--- config.mk ---
export PLATFORM = sky130hd
export DESIGN_NAME = aes_dec_controller
export DESIGN_NICKNAME = d
export VERILOG_FILES = /design/src/rtl/aes_dec_controller.sv
export SDC_FILE = /design/constraint.sdc
export NUM_CORES = 1
export LEC_CHECK = 0
export CORE_MARGIN = 2
export CORE_UTILIZATION = 25
export DETAILED_ROUTE_END_ITERATION = 16
export SYNTH_ARGS = -nofsm -noshare
export SYNTH_HDL_FRONTEND = slang
export SYNTH_SLANG_ARGS = --single-unit
--- constraint.sdc ---
create_clock -name clk -period 4.2 [get_ports clk]
set_clock_uncertainty 0.2 [all_clocks]
set_input_delay 0.84 -clock clk [delete_from_list [all_inputs] [get_ports clk]]
set_output_delay 0.84 -clock clk [all_outputs]
set_load 0.03 [all_outputs]
--- src/rtl/aes_dec_controller.sv ---
// Sequencing controller for the byte-serial AES-128 decryption datapath (load, then 10 rounds with inverse key schedule).
// Latency: 250 cycles from the start-accept edge to the return to IDLE (20 load + 10 x 23 round cycles).
// Backpressure: none; start is sampled only in IDLE, and busy stays high for the whole run. Optional abort input under AES_DEC_CTRL_ABORT_EN.
module aes_dec_controller #(
   parameter int          FinalRoundNumber = 10,
   parameter logic [7:0]  RconInit         = 8'h36
) (
   input  logic       clk,
   input  logic       rst_n,
   input  logic       start,
`ifdef AES_DEC_CTRL_ABORT_EN
   input  logic       abort,
`endif
   output logic       busy,
   output logic       KeyScheduleRegisterEN,
   output logic       ShowRcon,
   output logic       DoInvSR,
   output logic       DoInvMC,
   output logic       state_reg_hold,
   output logic       key_reg_hold,
   output logic       DoKeySbox,
   output logic       JustFirstColShift,
   output logic       Done,
   output logic       CorrectPlaintext,
   output logic       output_sel,
   output logic [1:0] KeyIn_sel,
   output logic [1:0] SboxIn_sel,
   output logic [7:0] Rcon
);

   typedef enum logic [1:0] {IDLE, LOAD, ROUND} state_t;

   state_t     state_q, state_d;
   logic [3:0] RoundCounter, round_d;
   logic [4:0] PerRoundCounter, per_d;
   logic [7:0] Rcon_Reg, rcon_d;
   logic       abort_w;
   logic       last_round;
   logic [7:0] rcon_xor;
   logic [7:0] rcon_inv_xtime;

`ifdef AES_DEC_CTRL_ABORT_EN
   assign abort_w = abort;
`else
   assign abort_w = 1'b0;
`endif

   assign last_round     = (RoundCounter == 4'(FinalRoundNumber));
   // Inverse of xtime: undo the conditional 0x1B reduction, then shift right.
   assign rcon_xor       = Rcon_Reg ^ 8'h1B;
   assign rcon_inv_xtime = Rcon_Reg[0] ? {1'b1, rcon_xor[7:1]} : {1'b0, Rcon_Reg[7:1]};
   assign Rcon           = Rcon_Reg;

   // State and counter registers with synchronous active-low reset.
   always_ff @(posedge clk) begin
      if (!rst_n) begin
         state_q         <= IDLE;
         RoundCounter    <= 4'd0;
         PerRoundCounter <= 5'd0;
         Rcon_Reg        <= RconInit;
      end else begin
         state_q         <= state_d;
         RoundCounter    <= round_d;
         PerRoundCounter <= per_d;
         Rcon_Reg        <= rcon_d;
      end
   end

   // Next-state, counter stepping and per-count datapath strobes.
   always_comb begin
      state_d               = state_q;
      round_d               = RoundCounter;
      per_d                 = PerRoundCounter;
      rcon_d                = Rcon_Reg;
      busy                  = 1'b0;
      KeyScheduleRegisterEN = 1'b0;
      ShowRcon              = 1'b0;
      DoInvSR               = 1'b0;
      DoInvMC               = 1'b0;
      state_reg_hold        = 1'b1;
      key_reg_hold          = 1'b1;
      DoKeySbox             = 1'b0;
      JustFirstColShift     = 1'b0;
      Done                  = 1'b0;
      CorrectPlaintext      = 1'b0;
      output_sel            = 1'b1;
      KeyIn_sel             = 2'd0;
      SboxIn_sel            = 2'd0;

      case (state_q)
         IDLE: begin
            if (start) begin
               state_d = LOAD;
               per_d   = 5'd0;
            end
         end

         LOAD: begin
            busy       = 1'b1;
            SboxIn_sel = (PerRoundCounter < 5'd16) ? 2'd0 : 2'd1;
            DoKeySbox  = (PerRoundCounter >= 5'd16);
            if (PerRoundCounter == 5'd19) begin
               state_d = ROUND;
               round_d = 4'd1;
               per_d   = 5'd0;
            end else begin
               per_d = PerRoundCounter + 5'd1;
            end
         end

         ROUND: begin
            busy                  = 1'b1;
            key_reg_hold          = (PerRoundCounter > 5'd1);
            DoInvSR               = (PerRoundCounter == 5'd1);
            state_reg_hold        = (PerRoundCounter != 5'd2);
            JustFirstColShift     = (PerRoundCounter == 5'd2);
            KeyScheduleRegisterEN = (PerRoundCounter >= 5'd2) && (PerRoundCounter <= 5'd5);
            ShowRcon              = (PerRoundCounter == 5'd3);
            DoKeySbox             = (PerRoundCounter >= 5'd19);

            // Round 1 still takes the loaded last-round key for its first three bytes.
            if ((PerRoundCounter >= 5'd3) && (PerRoundCounter <= 5'd6))
               KeyIn_sel = 2'd1;
            else if ((RoundCounter == 4'd1) && (PerRoundCounter <= 5'd2))
               KeyIn_sel = 2'd0;
            else
               KeyIn_sel = 2'd2;

            if ((PerRoundCounter <= 5'd2) || (PerRoundCounter >= 5'd19))
               SboxIn_sel = 2'd1;
            else if (PerRoundCounter <= 5'd6)
               SboxIn_sel = 2'd2;
            else
               SboxIn_sel = 2'd3;

            // The final round skips InvMixColumns and streams out plaintext instead.
            if (!last_round) begin
               DoInvMC = (PerRoundCounter < 5'd16) && (PerRoundCounter[1:0] == 2'd3);
            end else begin
               output_sel       = !((PerRoundCounter >= 5'd3) && (PerRoundCounter <= 5'd6));
               Done             = (PerRoundCounter >= 5'd3) && (PerRoundCounter <= 5'd18) && !abort_w;
               CorrectPlaintext = (PerRoundCounter == 5'd4) && !abort_w;
            end

            if (PerRoundCounter == 5'd22) begin
               if (last_round) begin
                  state_d = IDLE;
                  round_d = 4'd0;
                  per_d   = 5'd0;
                  rcon_d  = RconInit;
               end else begin
                  round_d = RoundCounter + 4'd1;
                  per_d   = 5'd0;
                  rcon_d  = rcon_inv_xtime;
               end
            end else begin
               per_d = PerRoundCounter + 5'd1;
            end
         end

         default: begin
            state_d = IDLE;
         end
      endcase

      // Abort overrides any round-end transition; it is meaningless in IDLE.
      if (abort_w && (state_q != IDLE)) begin
         state_d = IDLE;
         round_d = 4'd0;
         per_d   = 5'd0;
         rcon_d  = RconInit;
      end
   end

endmodule

==> flow_summary.yaml <==
critical_path:
  cp.required_ns: 3.16
  critPathLaunchType: "flop"
  crit_type: "reg2out"
  cp.arrival_ns: 2.60
  critPathMaxFanout: 9
  endpoint_kind: "output port"
cts:
  postCtsHoldBufs: 0
  post-cts-setup-buffer-count: 0
  post_cts_resized: 0
  cts_root_buf: "clkbuf_8"
  cts_buffer_depth: 2
  cts_tree: "built"
  clk_pin_slew_ns: 0.07
  numCtsBuffers: 3
  clkLatencyLatePin_ns: 0.26
  htree_levels: 1
  clock-sinks: 19
floorplanning:
  core_mm2: 0.00507
  ios: 27
  die_w_um: 76.1
  dieHeight_um: 76.1
  initial_core_util_pct: 25.6
  placementRows: 26
  dieArea_mm2: 0.00579
logic_synthesis:
  ys_types: 41
  synth_area_leaders: "dfxtp_1 29%, ha_1 6.7%, nand2_1 6.4%"
  async_reset_ff_share_pct: 0
  ys_seq_area_share_pct: 29.3
  synth_top_area_share_pct: 29.3
  yosys.area.top_type: "dfxtp_1"
  synth-seq-cells: 19
  synth-edff-count: 0
  syn_area_mm2: 0.00130
  yosys_warnings: 0
  ys.flop_type: "dfxtp_1"
  syn_area_per_cell_um2: 7.34
  synth_nets: 187
  synth_cells: 177
min_path:
  hold_path.class: "reg2reg"
cells_and_area:
  area_delta_synth_final_pct: 26.7
  multiInputGateArea_um2: 822
  layout.nets: 206
  drive_above_1_share_pct: 4.62
  n_antenna_cell: 0
  fillers: 558
  final_core_util_pct: 32.4
  ff_latch_area_um2: 380
timing:
  slew_headroom_pct: 50.6
  holdWs_ns: 0.278
  hold_viol: 0
  worstMarginPinSlew_ns: 0.739
  period_minus_slack_ns: 3.64
  fin_crit_sh_pct: 86.7
  fmax_mhz: 275
  finalMaxSlewViolations: 0
  final.setup.tns_ns: 0
  setup_viol: 0
  rsz0062_at_grt: "no"
drt:
  drt_iter0_drc: 128
  drc_errors: 0
  drtAntennaViolNets: 0
  viasPerCell: 4.80
  wl_per_cell_um: 12.3
  first_pass_iters: 4
  vias: 1271
  wl_um: 3260
global_route:
  grt_pass1_vias: 1200
  grt_start_max_net_pins: 16
  grt-ovfl-total: 0
  grt_antenna_before_repair: 0
  grtUsageTotal_pct: 11.4
  grt_pass1_wl_um: 5500
power_and_ir_drop:
  p_leak_nw: 0.549
  peakVddDrop_mv: 0.136
  power_density_mw_per_mm2: 278
place:
  dp_hpwl_um: 2440
  finalWeightedCongestion: 0.817
  port_buffers: 26
outcome:
  status: "finished clean"
flow_run:
  drv_cap: 0
## path summary, 6_finish.rpt
kind / start / to / slack [ns] / depth (start not counted)
setup / recovery: PerRoundCounter[1] / KeyIn_sel[0] / 0.56 / 6
hold / removal: Rcon[7] / Rcon[7] / 0.28 / 2
setup reg to reg: PerRoundCounter[0] / RoundCounter[3] / 1.82 / 6
hold reg to reg: Rcon[7] / Rcon[7] / 0.28 / 2
## critical path, stage by stage (launching register included)
cell and delay, ns:
dfxtp_1 0.46, ha_1 0.30, a21oi_1 0.09, nor2b_1 0.15
nor4b_1 0.47, and2_1 0.21, clkdlybuf4s50_1 0.66
## flip-flops by register name, summed over array words and instances, names as in the netlist
name / flops
PerRoundCounter: 5
Rcon: 8
RoundCounter: 4
state_q: 2
## cell usage after synthesis (2+ instances only)
master,number
nor3_1,7
dfxtp_1,19
a211oi_1,2
a31oi_1,8
mux2i_1,2
nand4_1,2
nand3_1,13
xor2_1,2
inv_1,11
nor4b_1,2
o21ai_0,8
nand2b_1,3
clkbuf_1,8
o21ai_1,2
and3_1,3
nand3b_1,2
a311oi_1,2
ha_1,7
buf_2,5
nand2_1,22
nor2_1,14
a21oi_1,12
nand4b_1,3
## cells in the final DEF (no fill, tap or decap), types with 8 or more instances in the layout
cell,netlist,layout
nor2_1,14,14
a21oi_1,12,12
nand2_1,22,22
inv_1,11,11
o21ai_0,8,8
clkdlybuf4s50_1,0,26
a31oi_1,8,8
dfxtp_1,19,19
nand3_1,13,13
## where the power goes
part / switching (mW) / internal (mW)
clock: 0.0615 / 0.0659
sequential: 0.0107 / 0.187
combinational: 0.0850 / 0.0475
total: 0.157 / 0.301
## cell families (layout without fill, tap and decap cells)
kind of cell | after synthesis | count (layout) | share of synthesized area [%]
DFF | 19 | 19 | 29.3
xor gates and xnor gates | 3 | 3 | 2.02
buffers and inverters | 24 | 42 | 7.42
adders and majority gates | 7 | 7 | 6.74
and+or+nand+nor | 80 | 80 | 32.5
muxes | 2 | 2 | 1.54
AOI/OAI and AO/OA | 42 | 42 | 20.5
## cell type report
cell class                 count  share of cell area (%)
inverter                      11                    2.51
multi-input combinational    134                    50.0
sequential                    19                    23.1
clock buffer                   3                    2.51
tap                           70                    5.32
timing repair buffer          27                    16.3
clock inverter                 1                   0.304
## stage by stage
stage / power [mW] / instance area, um^2 / instances / setup WS (ns)
after floorplan: 0.299 / 1300 / 177 / 1.39
after global placement: 0.336 / 1600 / 261 / 0.913
after detailed placement: 0.335 / 1600 / 261 / 0.848
after CTS: 0.466 / 1650 / 265 / 0.541
after global routing: 0.489 / 1650 / 265 / 0.361
final: 0.458 / 1650 / 265 / 0.558
## metal layers
metal / GRT usage (%) / up-vias / wire, um
met5: 0 / - / 0
li1: - / 671 / -
met2: 20.5 / 16 / 1610
met3: 2.96 / 2 / 100
met1: 13.5 / 582 / 1540
met4: 2.55 / 0 / 14
Note: power is estimated with default switching activity, not from simulation.
